===== src/rtl/tank_slot_timer_f1_if.sv =====
// Request handshake between a memory requester and the F1 tank slot timer.
// The req_long field exists only when TANK_LONG_WORD_EN is defined.
interface tank_slot_timer_f1_if #(
  parameter int SLOT_W = 5
);
  logic              req;
  logic              req_write;
  logic [SLOT_W+2:0] req_addr;
`ifdef TANK_LONG_WORD_EN
  logic              req_long;
`endif
  logic              req_ready;
  logic              busy;
  logic              done;

`ifdef TANK_LONG_WORD_EN
  modport master (output req, req_write, req_addr, req_long, input req_ready, busy, done);
  modport slave  (input req, req_write, req_addr, req_long, output req_ready, busy, done);
`else
  modport master (output req, req_write, req_addr, input req_ready, busy, done);
  modport slave  (input req, req_write, req_addr, output req_ready, busy, done);
`endif
endinterface


===== src/rtl/tank_slot_timer_f1.sv =====
// Recirculation position counters and single-request slot sequencer for the F1 tank decoder.
// Optional two-slot transfers are built when TANK_LONG_WORD_EN is defined.
//
// state  | meaning
// S_IDLE | ready, accepts one request
// S_WAIT | request latched, waiting for the last digit before the target slot
// S_XFER | gate and tank select driven for the target slot (or slot pair)
// S_DONE | one-cycle completion pulse, requests ignored
module tank_slot_timer_f1 #(
  parameter int DIGITS = 18,
  parameter int SLOT_W = 5
) (
  input  logic                clk,
  input  logic                cls,
  tank_slot_timer_f1_if.slave req_if,
  output logic                f1_read,
  output logic                f1_write,
  output logic [3:0]          f1_up_sel,
  output logic [3:0]          f1_down_sel,
  output logic [4:0]          digit_pos,
  output logic [SLOT_W-1:0]   minor_pos
);

  typedef enum logic [1:0] {S_IDLE, S_WAIT, S_XFER, S_DONE} state_t;

  localparam logic [4:0] DIGIT_LAST = 5'(DIGITS - 1);

  state_t            state_q, state_d;
  logic [4:0]        digit_q, digit_d;
  logic [SLOT_W-1:0] minor_q, minor_d;
  logic              write_q, write_d;
  logic              half_q, half_d;
  logic [1:0]        tank_q, tank_d;
  logic [SLOT_W-1:0] slot_q, slot_d;
`ifdef TANK_LONG_WORD_EN
  logic              long_q, long_d;
`endif
  logic              ready_q, ready_d;
  logic              busy_q, busy_d;
  logic              done_q, done_d;
  logic              rd_q, rd_d;
  logic              wr_q, wr_d;
  logic [3:0]        up_q, up_d;
  logic [3:0]        down_q, down_d;

  logic              digit_last;
  logic [SLOT_W-1:0] minor_inc;
  logic              xfer_last;
  logic              to_xfer;
  logic [3:0]        tank_1h;

  assign digit_last = (digit_q == DIGIT_LAST);
  assign minor_inc  = minor_q + SLOT_W'(1);
  assign tank_1h    = 4'b0001 << tank_q;

`ifdef TANK_LONG_WORD_EN
  // A long transfer starts on the even slot and ends after the odd one.
  assign xfer_last = digit_last && (!long_q || minor_q[0]);
`else
  assign xfer_last = digit_last;
`endif

  always_comb begin
    digit_d = digit_last ? 5'd0 : digit_q + 5'd1;
    minor_d = digit_last ? minor_inc : minor_q;
    state_d = state_q;
    write_d = write_q;
    half_d  = half_q;
    tank_d  = tank_q;
    slot_d  = slot_q;
`ifdef TANK_LONG_WORD_EN
    long_d  = long_q;
`endif
    case (state_q)
      S_IDLE: begin
        if (req_if.req) begin
          write_d = req_if.req_write;
          half_d  = req_if.req_addr[SLOT_W+2];
          tank_d  = req_if.req_addr[SLOT_W+1:SLOT_W];
`ifdef TANK_LONG_WORD_EN
          long_d  = req_if.req_long;
          slot_d  = req_if.req_addr[SLOT_W-1:0] & ~SLOT_W'(req_if.req_long);
`else
          slot_d  = req_if.req_addr[SLOT_W-1:0];
`endif
          state_d = S_WAIT;
        end
      end
      // Entering XFER on the wrap into the target slot aligns it with digit 0.
      S_WAIT:  if (digit_last && (minor_inc == slot_q)) state_d = S_XFER;
      S_XFER:  if (xfer_last) state_d = S_DONE;
      S_DONE:  state_d = S_IDLE;
      default: state_d = S_IDLE;
    endcase

    to_xfer = (state_d == S_XFER);
    ready_d = (state_d == S_IDLE);
    busy_d  = (state_d == S_WAIT) || to_xfer;
    done_d  = (state_d == S_DONE);
    rd_d    = to_xfer && !write_q;
    wr_d    = to_xfer && write_q;
    up_d    = (to_xfer && half_q)  ? tank_1h : 4'b0000;
    down_d  = (to_xfer && !half_q) ? tank_1h : 4'b0000;
  end

  always_ff @(posedge clk) begin
    if (cls) begin
      state_q <= S_IDLE;
      digit_q <= '0;
      minor_q <= '0;
      write_q <= 1'b0;
      half_q  <= 1'b0;
      tank_q  <= '0;
      slot_q  <= '0;
`ifdef TANK_LONG_WORD_EN
      long_q  <= 1'b0;
`endif
      ready_q <= 1'b1;
      busy_q  <= 1'b0;
      done_q  <= 1'b0;
      rd_q    <= 1'b0;
      wr_q    <= 1'b0;
      up_q    <= '0;
      down_q  <= '0;
    end else begin
      state_q <= state_d;
      digit_q <= digit_d;
      minor_q <= minor_d;
      write_q <= write_d;
      half_q  <= half_d;
      tank_q  <= tank_d;
      slot_q  <= slot_d;
`ifdef TANK_LONG_WORD_EN
      long_q  <= long_d;
`endif
      ready_q <= ready_d;
      busy_q  <= busy_d;
      done_q  <= done_d;
      rd_q    <= rd_d;
      wr_q    <= wr_d;
      up_q    <= up_d;
      down_q  <= down_d;
    end
  end

  assign req_if.req_ready = ready_q;
  assign req_if.busy      = busy_q;
  assign req_if.done      = done_q;
  assign f1_read          = rd_q;
  assign f1_write         = wr_q;
  assign f1_up_sel        = up_q;
  assign f1_down_sel      = down_q;
  assign digit_pos        = digit_q;
  assign minor_pos        = minor_q;

endmodule

===== src/flat_wrapper.sv =====
// flat-port wrapper written by rule: the top's interface ports become plain ports
module tank_slot_timer_f1_flat 
#(
  parameter int DIGITS = 18,
  parameter int SLOT_W = 5
)
  (clk, cls, f1_read, f1_write, f1_up_sel, f1_down_sel, digit_pos, minor_pos, req_if_req, req_if_req_write, req_if_req_addr, req_if_req_ready, req_if_busy, req_if_done);
  tank_slot_timer_f1_if #(.SLOT_W(SLOT_W)) req_if_i ();
  input  logic clk;
  input  logic cls;
  output logic f1_read;
  output logic f1_write;
  output logic [3:0] f1_up_sel;
  output logic [3:0] f1_down_sel;
  output logic [4:0] digit_pos;
  output logic [SLOT_W-1:0] minor_pos;
  input wire logic [$bits(req_if_i.req)-1:0] req_if_req;
  input wire logic [$bits(req_if_i.req_write)-1:0] req_if_req_write;
  input wire logic [$bits(req_if_i.req_addr)-1:0] req_if_req_addr;
  output wire logic [$bits(req_if_i.req_ready)-1:0] req_if_req_ready;
  output wire logic [$bits(req_if_i.busy)-1:0] req_if_busy;
  output wire logic [$bits(req_if_i.done)-1:0] req_if_done;
  assign req_if_i.req = req_if_req;
  assign req_if_i.req_write = req_if_req_write;
  assign req_if_i.req_addr = req_if_req_addr;
  assign req_if_req_ready = req_if_i.req_ready;
  assign req_if_busy = req_if_i.busy;
  assign req_if_done = req_if_i.done;
  tank_slot_timer_f1 #(.DIGITS(DIGITS), .SLOT_W(SLOT_W)) u_core (.clk(clk), .cls(cls), .req_if(req_if_i), .f1_read(f1_read), .f1_write(f1_write), .f1_up_sel(f1_up_sel), .f1_down_sel(f1_down_sel), .digit_pos(digit_pos), .minor_pos(minor_pos));
endmodule

===== config.mk =====
export PLATFORM = sky130hd
export DESIGN_NAME = tank_slot_timer_f1_flat
export DESIGN_NICKNAME = d
export VERILOG_FILES = /design/src/rtl/tank_slot_timer_f1_if.sv /design/src/rtl/tank_slot_timer_f1.sv /design/src/flat_wrapper.sv
export SDC_FILE = /design/constraint.sdc
export NUM_CORES = 1
export LEC_CHECK = 0
export CORE_AREA = 2 2 57 59
export DETAILED_ROUTE_END_ITERATION = 7
export DIE_AREA = 0 0 59 61
export PLACE_DENSITY_LB_ADDON = 0.12
export SLEW_MARGIN = 20
export SYNTH_ARGS = -nofsm -noshare
export SYNTH_HDL_FRONTEND = slang
export SYNTH_SLANG_ARGS = --single-unit

===== constraint.sdc =====
create_clock -name clk -period 2.5 [get_ports clk]
set_clock_uncertainty 0.2 [all_clocks]
set_input_delay 0.5 -clock clk [delete_from_list [all_inputs] [get_ports clk]]
set_output_delay 0.5 -clock clk [all_outputs]
set_load 0.01 [all_outputs]

### Yosys cells after proc, flatten, opt, wreduce, memory -nomap -nowiden

Index checks and enable logic that the tools add are counted.

| word-level totals | value |
|---|---|
| register bits | 34 |
| logic and storage cells | 45 |
| output and inout bits | 23 |
| bits of input ports | 12 |

| cells by class | value |
|---|---|
| bitwise logic cells | 2 |
| mux-type cells | 4 |
| add/subtract/negate cells | 2 |
| shift-type cells | 1 |
| reduce and logical (&&, ||, !) cells | 14 |
| equal/unequal tests | 8 |

Operators by type and width:

| operator | number |
|---|---|
| adder 5 x 1 -> 5 bit (second input constant) | 2 |
| == test 2 bit (second input constant) | 4 |
| case mux 2 bit (4 select lines) | 1 |
| two-way mux 2 bit | 3 |
| OR reduction 2 bit | 3 |
| == test 5 bit | 1 |
| == test 5 bit (second input constant) | 1 |
| logical AND 1 bit | 5 |
| == test 2 x 1 -> 1 bit (second input constant) | 2 |
| zero test 2 bit | 2 |
| left shift 1 x 2 -> 4 bit (first input constant) | 1 |
| zero test 1 bit | 2 |
| inverter 1 bit | 2 |
| AND reduction 2 bit | 1 |
| logical OR 1 bit | 1 |

### Logic depth before layout (Yosys ltp)

Gate-level depths: netlist of run 1.

| logic depth | value |
|---|---|
| depth after elaboration | 9 |
| gate-level depth with buffers | 11 |
| gate-level depth less buffers | 10 |

### Least setup slack after synthesis of run 1

OpenSTA, ideal clock, no wires.

| timing path | value |
|---|---|
| kind | reg2reg |
| start | register u_core.minor_q[0] (netlist: u_core.minor_pos[0]) |
| end | register u_core.down_q[0] (netlist: u_core.f1_down_sel[0]) |
| cell stages (with the launch flop) | 10 |
| arrival | 2,002 ps |
| path buffers | 0 |
| data required time | 2,222 ps |
| period minus slack after synthesis | 2,280 ps |
| setup time | 78 ps |
| slack | 220 ps |
| path through | dfxtp_1 ha_1 xnor2_1 nand4_4 nor2_4 a31o_1 ha_1 nor2b_1 nand2b_1 nor3_1 |

| between the ends | value |
|---|---|
| cells in the longest elaborated chain, start to end | 9 |

RTL lines:

| item | RTL line | text |
|---|---|---|
| start: declaration | tank_slot_timer_f1.sv:30 | `logic [SLOT_W-1:0] minor_q, minor_d;` |
| start signal: assignment | tank_slot_timer_f1.sv:128 | `minor_q <= minor_d;` |
| adder 5 x 1 -> 5 bit | tank_slot_timer_f1.sv:53 | `assign minor_inc = minor_q + SLOT_W'(1);` |
| via u_core.minor_inc[1] | tank_slot_timer_f1.sv:47 | `logic [SLOT_W-1:0] minor_inc;` |
| == test 5 bit | tank_slot_timer_f1.sv:90 | `S_WAIT: if (digit_last && (minor_inc == slot_q)) state_d = S_XFER;` |
| logical AND 1 bit | tank_slot_timer_f1.sv:90 |  |
| two-way mux 2 bit | tank_slot_timer_f1.sv:90 |  |
| case mux 2 bit (4 select lines) | tank_slot_timer_f1.sv:74 | `case (state_q)` |
| via u_core.state_d[1] | tank_slot_timer_f1.sv:28 | `state_t state_q, state_d;` |
| == test 2 bit | tank_slot_timer_f1.sv:96 | `to_xfer = (state_d == S_XFER);` |
| logical AND 1 bit | tank_slot_timer_f1.sv:103 | `down_d = (to_xfer && !half_q) ? tank_1h : 4'b0000;` |
| inverter 1 bit (no line) | n/a |  |
| OR reduction 2 bit (no line) | n/a |  |
| end signal: assignment | tank_slot_timer_f1.sv:142 | `down_q <= down_d;` |
| end: declaration | tank_slot_timer_f1.sv:44 | `logic [3:0] down_q, down_d;` |

The timed path passes the listed nets, and every way through them passes these cells.
A chain may end at the register's enable or synchronous reset.

### Final worst setup path of run 1

| timing path | value |
|---|---|
| start | register u_core.minor_q[1] (netlist: u_core.minor_pos[1]) |
| end | register u_core.down_q[3] (netlist: u_core.f1_down_sel[3]) |

| between the ends | value |
|---|---|
| cells in the longest elaborated chain, start to end | 9 |

RTL lines:

| item | RTL line |
|---|---|
| adder 5 x 1 -> 5 bit | tank_slot_timer_f1.sv:53 |
| == test 5 bit | tank_slot_timer_f1.sv:90 |
| logical AND 1 bit | tank_slot_timer_f1.sv:90 |
| two-way mux 2 bit | tank_slot_timer_f1.sv:90 |
| case mux 2 bit (4 select lines) | tank_slot_timer_f1.sv:74 |
| via u_core.state_d[1] | tank_slot_timer_f1.sv:28 |
| == test 2 bit | tank_slot_timer_f1.sv:96 |
| logical AND 1 bit | tank_slot_timer_f1.sv:103 |
| inverter 1 bit (no line) | n/a |
| OR reduction 2 bit (no line) | n/a |

The timed path passes the listed nets, and every way through them passes these cells.

==> Flow_metrics.wiki, run 1 <==
{| class="wikitable"
! Metric !! Value
|-
| Relative slew slack || between 70% and 80%
|-
| Net Count, Synth || around 170
|-
| Vias in the first global route || roughly 930
|-
| Largest stage delay on the critical path || about 400 ps
|-
| Antenna violations before repair || 0
|-
| Peak VDD IR || between 300 and 400 µV
|-
| Switching fraction of total power || a little under a quarter
|-
| Most frequent cells in the layout || sky130_fd_sc_hd__clkdlybuf4s50_1 (34), sky130_fd_sc_hd__dfxtp_1 (33), sky130_fd_sc_hd__nand2_1 (23)
|-
| Total inserted antenna cells || 0
|-
| Leading register cell type out of synthesis || sky130_fd_sc_hd__dfxtp_1
|-
| Wire length per cell || about 11 µm
|-
| Count of pins on the block boundary || 35
|-
| # fillers || around 270
|-
| All-Layer GR Usage || between 10% and 20%
|-
| Count of mapped cells out of synthesis || between 100 and 150
|-
| Number of buffers created by CTS || 5
|-
| Synthesis Warnings || 0
|-
| Worst hold path class || register to register
|-
| P_int || approximately 0.0008 W
|-
| Slowest-stage cell, CP || sky130_fd_sc_hd__dfxtp_1
|-
| Hold Path Depth || 1
|-
| Final-report hold violation count || 0
|-
| Critical path arrival || 2310 ps
|-
| Power density over cell area || 549.2 nW/µm²
|-
| Capturing point of the worst reg2reg path || u_core.f1_down_sel[3]
|-
| Dpl hpwl || 1.881 mm
|-
| Stages on worst setup path || 9
|-
| Top layer used by detailed routing || met4
|-
| Dominant cell type by count on the critical path || sky130_fd_sc_hd__ha_1
|-
| Routability congestion estimate from global placement || between 0.8 and 0.9
|-
| Hold wc startpoint || u_core.digit_pos[0]
|-
| Number of distinct library cells after synthesis || 28
|-
| Aggregate global routing overflow || 0
|-
| Cell type group with the largest total delay on the critical path || compound AO/OA/AOI/OAI gates
|-
| Critical Path Source Type || register
|-
| Aggregate routed wire length || approximately 2.6 mm
|-
| Cell depth of the worst flop-to-flop path || 9
|-
| Avg Inst Size Synth || 9.252 µm²
|-
| Area used by multi-input combinational logic || about 670 µm²
|-
| Number of maximum-capacitance violations || 0
|-
| Clock tree from TritonCTS || yes
|-
| Number of rows in the core area || 20
|-
| Via/cell ratio || a little under 5
|-
| Die width || between 50 and 60 µm
|-
| Non-filler cells in the finished layout || roughly 230
|-
| Flip-flop and latch count after synthesis || 34
|-
| Total count of max-transition violations in the final report || 0
|-
| Synthesized cell area || roughly 1400 µm²
|-
| Combined flip-flop and latch cell area || around 680 µm²
|-
| Number of flops mapped to enable cells by yosys || 0
|-
| Met3 wirelength from detailed routing || 123 µm
|-
| Source of the worst register-to-register timing path || u_core.minor_pos[1]
|-
| Required time of the critical path || between 2000 and 3000 ps
|-
| Leading cell type in the layout, fill and taps excluded || sky130_fd_sc_hd__clkdlybuf4s50_1
|-
| Skew-Pair Late Insertion Delay || approximately 340 ps
|-
| WL met2 || around 1.2 mm
|-
| Post-route ant nets || 0
|-
| Worst setup slack for register-to-register paths || about 230 ps
|-
| Initial Utilization || about 46%
|-
| Sequential area share after synthesis || 50.05%
|-
| Top fanout value on the critical path || 6
|-
| Fraction of registers with async set/reset || 0%
|-
| Clock-pin slew reported for the worst setup and hold paths after clock tree synthesis || 100 ps
|-
| Kind of capture point of the worst setup path || register
|-
| Share of cells above drive strength 1 || around an eighth
|-
| Final setup viols || 0
|-
| Relative contribution of the clock network to total power || 35.5%
|-
| Met1 routed wirelength after detailed routing || around 1.2 mm
|-
| Leak pwr || roughly 0.74 nW
|-
| DRC violation count after routing || 0
|-
| Final critical-path share of the clock period || 90.95%
|-
| Total negative setup slack || 0 ps
|-
| Cell Chain, Critical Path || ha_1 > xor2_1 > nor3_1 > a31o_2 > a31o_1 > ha_1 > nor2b_4 > nand2b_1 > nor2_1
|-
| F_max || ~440 MHz
|-
| Least-Margin Pin Slew || 364.8 ps
|-
| Number of clock sinks seen by CTS || 34
|-
| Via count || between 1000 and 1500
|-
| First-pass GRT wire length || ~4.0 mm
|-
| Core Util, Final || 63.64%
|-
| Run status || finished clean
|-
| Die Height || ~61 µm
|-
| Number of input and output port buffers inserted || 34
|-
| Number of placed instances, taps included || 214
|-
| Fin nets || 209
|-
| Combinational share of power || a little under a tenth
|-
| Net switching component of the power || about 0.00023 W
|-
| Portion of total power attributed to sequential cells || about 55%
|-
| 1st-iter DRT viols || 11
|-
| Critical path start-end classification || register to register
|-
| Area Overhead vs Synth || 38.18%
|-
| Standard cell core area || roughly 3000 µm²
|-
| Worst path buffer plus inverter count || 0
|-
| Pin count of the biggest net entering global routing || 11
|-
| Minimum clock period || 2274 ps
|-
| Clk buf depth || 2
|-
| DIE AREA || 3599 µm²
|-
| Number of H-tree levels || 2
|-
| 1st-pass router iterations || 3
|-
| WHS Endpoint || u_core.digit_pos[0]
|-
| CTS Root Buffer Type || sky130_fd_sc_hd__clkbuf_4
|}
==> metal layers <==
metal  global-route usage [%]  vias up
li1                         -      580
met1                    17.99      496
met2                    23.81       23
met3                    4.691        7
met4                    10.71        0
met5                        0        -
==> worst max-delay path by stage <==
stage	start	slack [ps]	end
after floorplan	u_core.minor_pos[0]	220	u_core.f1_down_sel[0]
after global placement	u_core.digit_pos[0]	150	u_core.f1_up_sel[0]
after detailed placement	u_core.digit_pos[0]	50	u_core.f1_up_sel[0]
after CTS	u_core.digit_pos[0]	8	u_core.f1_up_sel[0]
after global routing	u_core.digit_pos[1]	-0.3	u_core.f1_down_sel[0]
final	u_core.minor_pos[1]	230	u_core.f1_down_sel[3]
==> per-stage QoR <==
stage                     hold WS [ps]  cell area, µm²  power [W]  worst slack (ps)
after floorplan                  205.5            1360  0.0006331             220.2
after global placement           235.7            1757  0.0006736             150.8
after detailed placement         244.7            1757  0.0006761             50.05
after CTS                        261.1            1836   0.001043             8.471
after global routing             283.5            1879   0.001074           -0.3222
final                            256.3            1879   0.001032             226.1
==> kinds of logic (layout without fill, tap and decap cells) <==
| kind of cell | after synthesis | after routing | share of synthesized area, % |
|---|---|---|---|
| flops | 34 | 34 | 50.05 |
| compound gates | 20 | 20 | 9.108 |
| buf+inv | 8 | 53 | 2.484 |
| mux | 1 | 1 | 0.7360 |
| simple gates | 65 | 65 | 23.73 |
| xor+xnor | 13 | 13 | 8.372 |
| fa+ha+maj | 6 | 6 | 5.520 |
==> timing repair <==
action / 4_1_cts / 5_1_grt
resized for setup: 0 / 5
setup endpoints to repair: 0 / 10
hold endpoints to repair: 0 / 0
hold buffers: 0 / 0
setup buffers: 0 / 3
==> synth_stat cells, types with 2 or more instances <==
cell	number	area [µm²]
sky130_fd_sc_hd__nor2_1	18	67.56
sky130_fd_sc_hd__and2_1	2	12.51
sky130_fd_sc_hd__nand4_1	2	12.51
sky130_fd_sc_hd__nand2b_1	4	25.02
sky130_fd_sc_hd__xor2_1	9	78.83
sky130_fd_sc_hd__nor2b_1	3	18.77
sky130_fd_sc_hd__nand2_1	23	86.33
sky130_fd_sc_hd__xnor2_1	4	35.03
sky130_fd_sc_hd__ha_1	6	75.07
sky130_fd_sc_hd__clkbuf_1	4	15.01
sky130_fd_sc_hd__dfxtp_1	34	680.7
sky130_fd_sc_hd__nor3_1	7	35.03
sky130_fd_sc_hd__inv_1	3	11.26
sky130_fd_sc_hd__a21oi_1	13	65.06
sky130_fd_sc_hd__nand3_1	2	10.01
==> area by class of cell <==
class / count / area share (%)
Sequential cell: 34 / 36.28
Multi-Input combinational cell: 105 / 35.42
Timing Repair Buffer: 42 / 21.30
Clock buffer: 8 / 4.194
Tap cell: 33 / 2.197
Inverter: 3 / 0.5992
==> registers in the layout (all words and copies together) (netlist names), 2 cells and up <==
name                flops
u_core.digit_pos        5
u_core.f1_up_sel        4
u_core.f1_down_sel      4
u_core.state_q          2
u_core.slot_q           5
u_core.tank_q           2
u_core.minor_pos        5
==> power groups by stage <==
stage	clock network, W	registers, W	logic, W
final	0.000367	0.000572	0.0000935
after CTS	0.000379	0.000571	0.0000923
after global placement	0	0.000583	0.0000902
after floorplan	0	0.000585	0.0000483
after detailed placement	0	0.000584	0.0000920
after global routing	0.000396	0.000575	0.000103
Power figures use the tool's default switching activity.
==> run 2, diff against run 1 <==
SLEW_MARGIN = not set   (was 20)
==> results of run 2 <==
Same layout as run 1: the final DEF is identical, and so are final timing and power.
==> run 3, diff against run 2 <==
ABC_AREA = 1   (was not set)
GPL_TIMING_DRIVEN = 0   (was not set)
SLEW_MARGIN = 20   (was not set)
==> run 3 against run 2 <==
  * Clock power down 13%
  * Largest cell class unchanged
  * Via count up 6.5%
  * Maximum frequency up 3.7%
  * Synthesized area down 1.7%
  * Critical endpoint is now u_core.f1_up_sel[0]
  * Synthesized cell count up 12%
  * First-iteration DRC count up 55%
==> Flow_metrics.wiki, run 3 <==
{| class="wikitable"
! Metric !! Value
|-
| # fillers || 284 (was 268)
|-
| Via/cell ratio || 4.868 (was 4.916)
|-
| Clk buf depth || 2 (unchanged)
|-
| Number of rows in the core area || 20 (unchanged)
|-
| Number of distinct library cells after synthesis || 22 (was 28)
|-
| Fin nets || 226 (was 209)
|-
| Post-route cell area || 1819 µm² (was 1879 µm²)
|-
| Number of buffers created by CTS || 5 (unchanged)
|-
| Largest stage delay on the critical path || 350 ps (was 400 ps)
|-
| Clock tree from TritonCTS || yes (unchanged)
|-
| Pin count of the biggest net entering global routing || 12 (was 11)
|-
| F_max || 456.1 MHz (was 439.8 MHz)
|-
| Kind of capture point of the worst setup path || register (unchanged)
|-
| Number of H-tree levels || 2 (unchanged)
|-
| All-Layer GR Usage || 16.96% (was 15.27%)
|-
| Dominant cell type by count on the critical path || sky130_fd_sc_hd__nand2_1 (was sky130_fd_sc_hd__ha_1)
|-
| Standard cell core area || 2953 µm² (unchanged)
|-
| Worst hold path class || register to register (unchanged)
|-
| Share of the synthesized area in the top cell type || 50.89% (was 50.05%)
|-
| Leading register cell type out of synthesis || sky130_fd_sc_hd__dfxtp_1 (unchanged)
|-
| Final critical-path share of the clock period || 87.69% (was 90.95%)
|-
| Number of clock sinks seen by CTS || 34 (unchanged)
|-
| Least-Margin Pin Slew || 367.0 ps (was 364.8 ps)
|-
| Critical path arrival || 2250 ps (was 2310 ps)
|-
| Die Height || 61 µm (unchanged)
|-
| First-pass GRT wire length || 4.505 mm (was 3.960 mm)
|-
| Relative slew slack || 75.53% (was 75.60%)
|-
| CTS Root Buffer Type || sky130_fd_sc_hd__clkbuf_4 (unchanged)
|-
| Critical Path Source Type || register (unchanged)
|-
| Final setup viols || 0 (unchanged)
|-
| Commonest cells post-synth || sky130_fd_sc_hd__dfxtp_1 (34), sky130_fd_sc_hd__nand2_1 (28), sky130_fd_sc_hd__inv_1 (21) (was sky130_fd_sc_hd__dfxtp_1 (34), sky130_fd_sc_hd__nand2_1 (23), sky130_fd_sc_hd__nor2_1 (18))
|-
| Cell Chain, Critical Path || inv_1 > ha_1 > nand2_1 > nor3_4 > nand3_1 > nor2_2 > nand2_1 > nand2_1 > nand2_2 > inv_2 > ha_2 > nand3_2 > nor3_1 (was ha_1 > xor2_1 > nor3_1 > a31o_2 > a31o_1 > ha_1 > nor2b_4 > nand2b_1 > nor2_1)
|-
| Area Overhead vs Synth || 36.01% (was 38.18%)
|-
| 1st-iter DRT viols || 17 (was 11)
|-
| Number of flops mapped to enable cells by yosys || 0 (unchanged)
|-
| Final-report hold violation count || 0 (unchanged)
|-
| Total inserted antenna cells || 0 (unchanged)
|-
| Count of mapped cells out of synthesis || 165 (was 147)
|-
| Antenna violations before repair || 0 (unchanged)
|-
| Clock-pin slew reported for the worst setup and hold paths after clock tree synthesis || 100 ps (about the same)
|-
| Number of input and output port buffers inserted || 34 (unchanged)
|-
| Combinational share of power || 9.9% (was 9.1%)
|-
| Synthesis Warnings || 0 (unchanged)
|-
| 1st-pass router iterations || 4 (was 3)
|-
| Leading cell type in the layout, fill and taps excluded || sky130_fd_sc_hd__clkdlybuf4s50_1 (unchanged)
|-
| Via count || 1178 (was 1106)
|-
| Total power || 0.0009948 W (was 0.001032 W)
|-
| Most common cell in the netlist || sky130_fd_sc_hd__dfxtp_1 (unchanged)
|-
| Dpl hpwl || 2.034 mm (was 1.881 mm)
|-
| Relative contribution of the clock network to total power || 32.0% (was 35.5%)
|-
| Routability congestion estimate from global placement || 0.7748 (was 0.8177)
|-
| Top cell type by total area after synthesis || sky130_fd_sc_hd__dfxtp_1 (unchanged)
|-
| Sequential area share after synthesis || 50.89% (was 50.05%)
|-
| Critical path start-end classification || register to register (unchanged)
|-
| Aggregate global routing overflow || 0 (unchanged)
|-
| Total count of max-transition violations in the final report || 0 (unchanged)
|-
| Net switching component of the power || 0.0002490 W (was 0.0002324 W)
|-
| Synthesized cell area || 1338 µm² (was 1360 µm²)
|-
| Avg Inst Size Synth || 8.106 µm² (was 9.252 µm²)
|-
| Leak pwr || 0.7384 nW (was 0.7366 nW)
|-
| Portion of total power attributed to sequential cells || 58.1% (was 55.4%)
|-
| Share of cells above drive strength 1 || 13.88% (was 12.50%)
|-
| Cells taking the most area after synthesis || sky130_fd_sc_hd__dfxtp_1 (51%), sky130_fd_sc_hd__nand2_1 (7.9%), sky130_fd_sc_hd__inv_1 (5.9%), sky130_fd_sc_hd__ha_1 (5.6%), sky130_fd_sc_hd__nor2_1 (4.5%) (was sky130_fd_sc_hd__dfxtp_1 (50%), sky130_fd_sc_hd__nand2_1 (6.3%), sky130_fd_sc_hd__xor2_1 (5.8%), sky130_fd_sc_hd__ha_1 (5.5%), sky130_fd_sc_hd__nor2_1 (5.0%))
|-
| Total negative setup slack || 0 ps (unchanged)
|-
| Core Util, Final || 61.61% (was 63.64%)
|-
| Number of maximum-capacitance violations || 0 (unchanged)
|-
| P_int || 0.0007458 W (was 0.0007997 W)
|-
| Flip-flop and latch count after synthesis || 34 (unchanged)
|-
| Power density over cell area || 546.8 nW/µm² (was 549.2 nW/µm²)
|-
| Aggregate routed wire length || 2.648 mm (was 2.578 mm)
|-
| Slowest-stage cell, CP || sky130_fd_sc_hd__dfxtp_1 (unchanged)
|-
| Unrepaired setup endpoints after global routing || false
|-
| Total placed instance area || 1719 µm² (was 1757 µm²)
|-
| Peak VDD IR || 340.7 µV (was 322.7 µV)
|-
| Run status || finished clean (unchanged)
|-
| Fraction of registers with async set/reset || 0% (unchanged)
|-
| Post-route ant nets || 0 (unchanged)
|-
| Top fanout value on the critical path || 4 (was 6)
|-
| Vias in the first global route || 1095 (was 931)
|-
| CTS Hold Buffers Added || 0 (unchanged)
|-
| Switching fraction of total power || 25.03% (was 22.52%)
|-
| Minimum clock period || 2192 ps (was 2274 ps)
|-
| Net Count, Synth || 183 (was 165)
|-
| DRC violation count after routing || 0 (unchanged)
|-
| Required time of the critical path || 2550 ps (was 2530 ps)
|-
| Die width || 59 µm (unchanged)
|-
| Initial Utilization || 45.30% (was 46.06%)
|-
| Skew-Pair Late Insertion Delay || 330 ps (was 340 ps)
|-
| Wire length per cell || 10.94 µm (was 11.46 µm)
|-
| Most frequent cells in the layout || sky130_fd_sc_hd__clkdlybuf4s50_1 (34), sky130_fd_sc_hd__dfxtp_1 (31), sky130_fd_sc_hd__nand2_1 (28) (was sky130_fd_sc_hd__clkdlybuf4s50_1 (34), sky130_fd_sc_hd__dfxtp_1 (33), sky130_fd_sc_hd__nand2_1 (23))
|-
| Count of pins on the block boundary || 35 (unchanged)
|-
| DIE AREA || 3599 µm² (unchanged)
|}
-- run 3: metrics by stage --
step / instances / hold slack, ps / setup slack, ps
finish: 242 / 220.5 / 307.7
global route: 242 / 237.8 / 26.22
CTS: 240 / 223.9 / 167.1
detailed placement: 232 / 207.4 / 121.1
global placement: 232 / 200.7 / 145.9
floorplan: 165 / 191.6 / 399.1
-- run 3: critical path: cells and delay by family, from the launching register on --
kind	cells	cell delay, ps
flops	1	350
simple gates	9	1100
buf+inv	2	120
fa+ha+maj	2	340
-- run 3: final timing paths --
check / start / endpoint / slack, ps / cells past startpoint
hold reg to reg: u_core.write_q / u_core.f1_read / 220 / 1
hold / removal: u_core.write_q / u_core.f1_read / 220 / 1
setup reg to reg: u_core.digit_pos[1] / u_core.f1_up_sel[0] / 310 / 13
setup / recovery: u_core.digit_pos[1] / u_core.f1_up_sel[0] / 310 / 13
-- run 3: what timing repair did --
item	in CTS	in global routing
endpoints found under the setup margin	0	8
setup buffers	0	2
hold endpoints to repair	0	0
gates resized for setup	0	7
-- run 3: routing by layer --
metal	vias to the layer above	global-route usage, %	share of wire (%)
met2	24	30.00	51
met1	534	18.73	41
met4	0	6.818	1.6
li1	614	-	-
met3	6	5.757	5.4
met5	-	0	0
-- run 3: power by group through the flow --
stage / clock (W) / combinational, W / sequential [W]
finish: 0.000318 / 0.0000982 / 0.000578
CTS: 0.000330 / 0.0000989 / 0.000578
global placement: 0 / 0.0000958 / 0.000589
floorplan: 0 / 0.0000511 / 0.000591
detailed placement: 0 / 0.0000983 / 0.000590
global route: 0.000353 / 0.000111 / 0.000581
-- run 3: cells by family (layout without fill, tap and decap cells) --
family / count (synthesis) / after routing / share of synthesized area, %
AOI/OAI and AO/OA: 23 / 23 / 8.793
DFF: 34 / 34 / 50.89
and+or+nand+nor: 74 / 74 / 25.54
adders and majority gates: 6 / 6 / 5.613
buffers and inverters: 25 / 69 / 7.109
xor gates and xnor gates: 2 / 2 / 1.310
muxes: 1 / 1 / 0.7484
-- run 3: final cells by class --
| class | instances | area [µm²] | share of cell area, % |
|---|---|---|---|
| Tap cell | 33 | 41.29 | 2.270 |
| Inverter | 23 | 86.33 | 4.746 |
| Timing Repair Buffer | 36 | 355.3 | 19.53 |
| Clock inverter | 2 | 12.51 | 0.6878 |
| Multi-Input combinational cell | 106 | 579.3 | 31.84 |
| Buffer | 2 | 8.758 | 0.4814 |
| Clock buffer | 6 | 51.30 | 2.820 |
| Sequential cell | 34 | 684.4 | 37.62 |
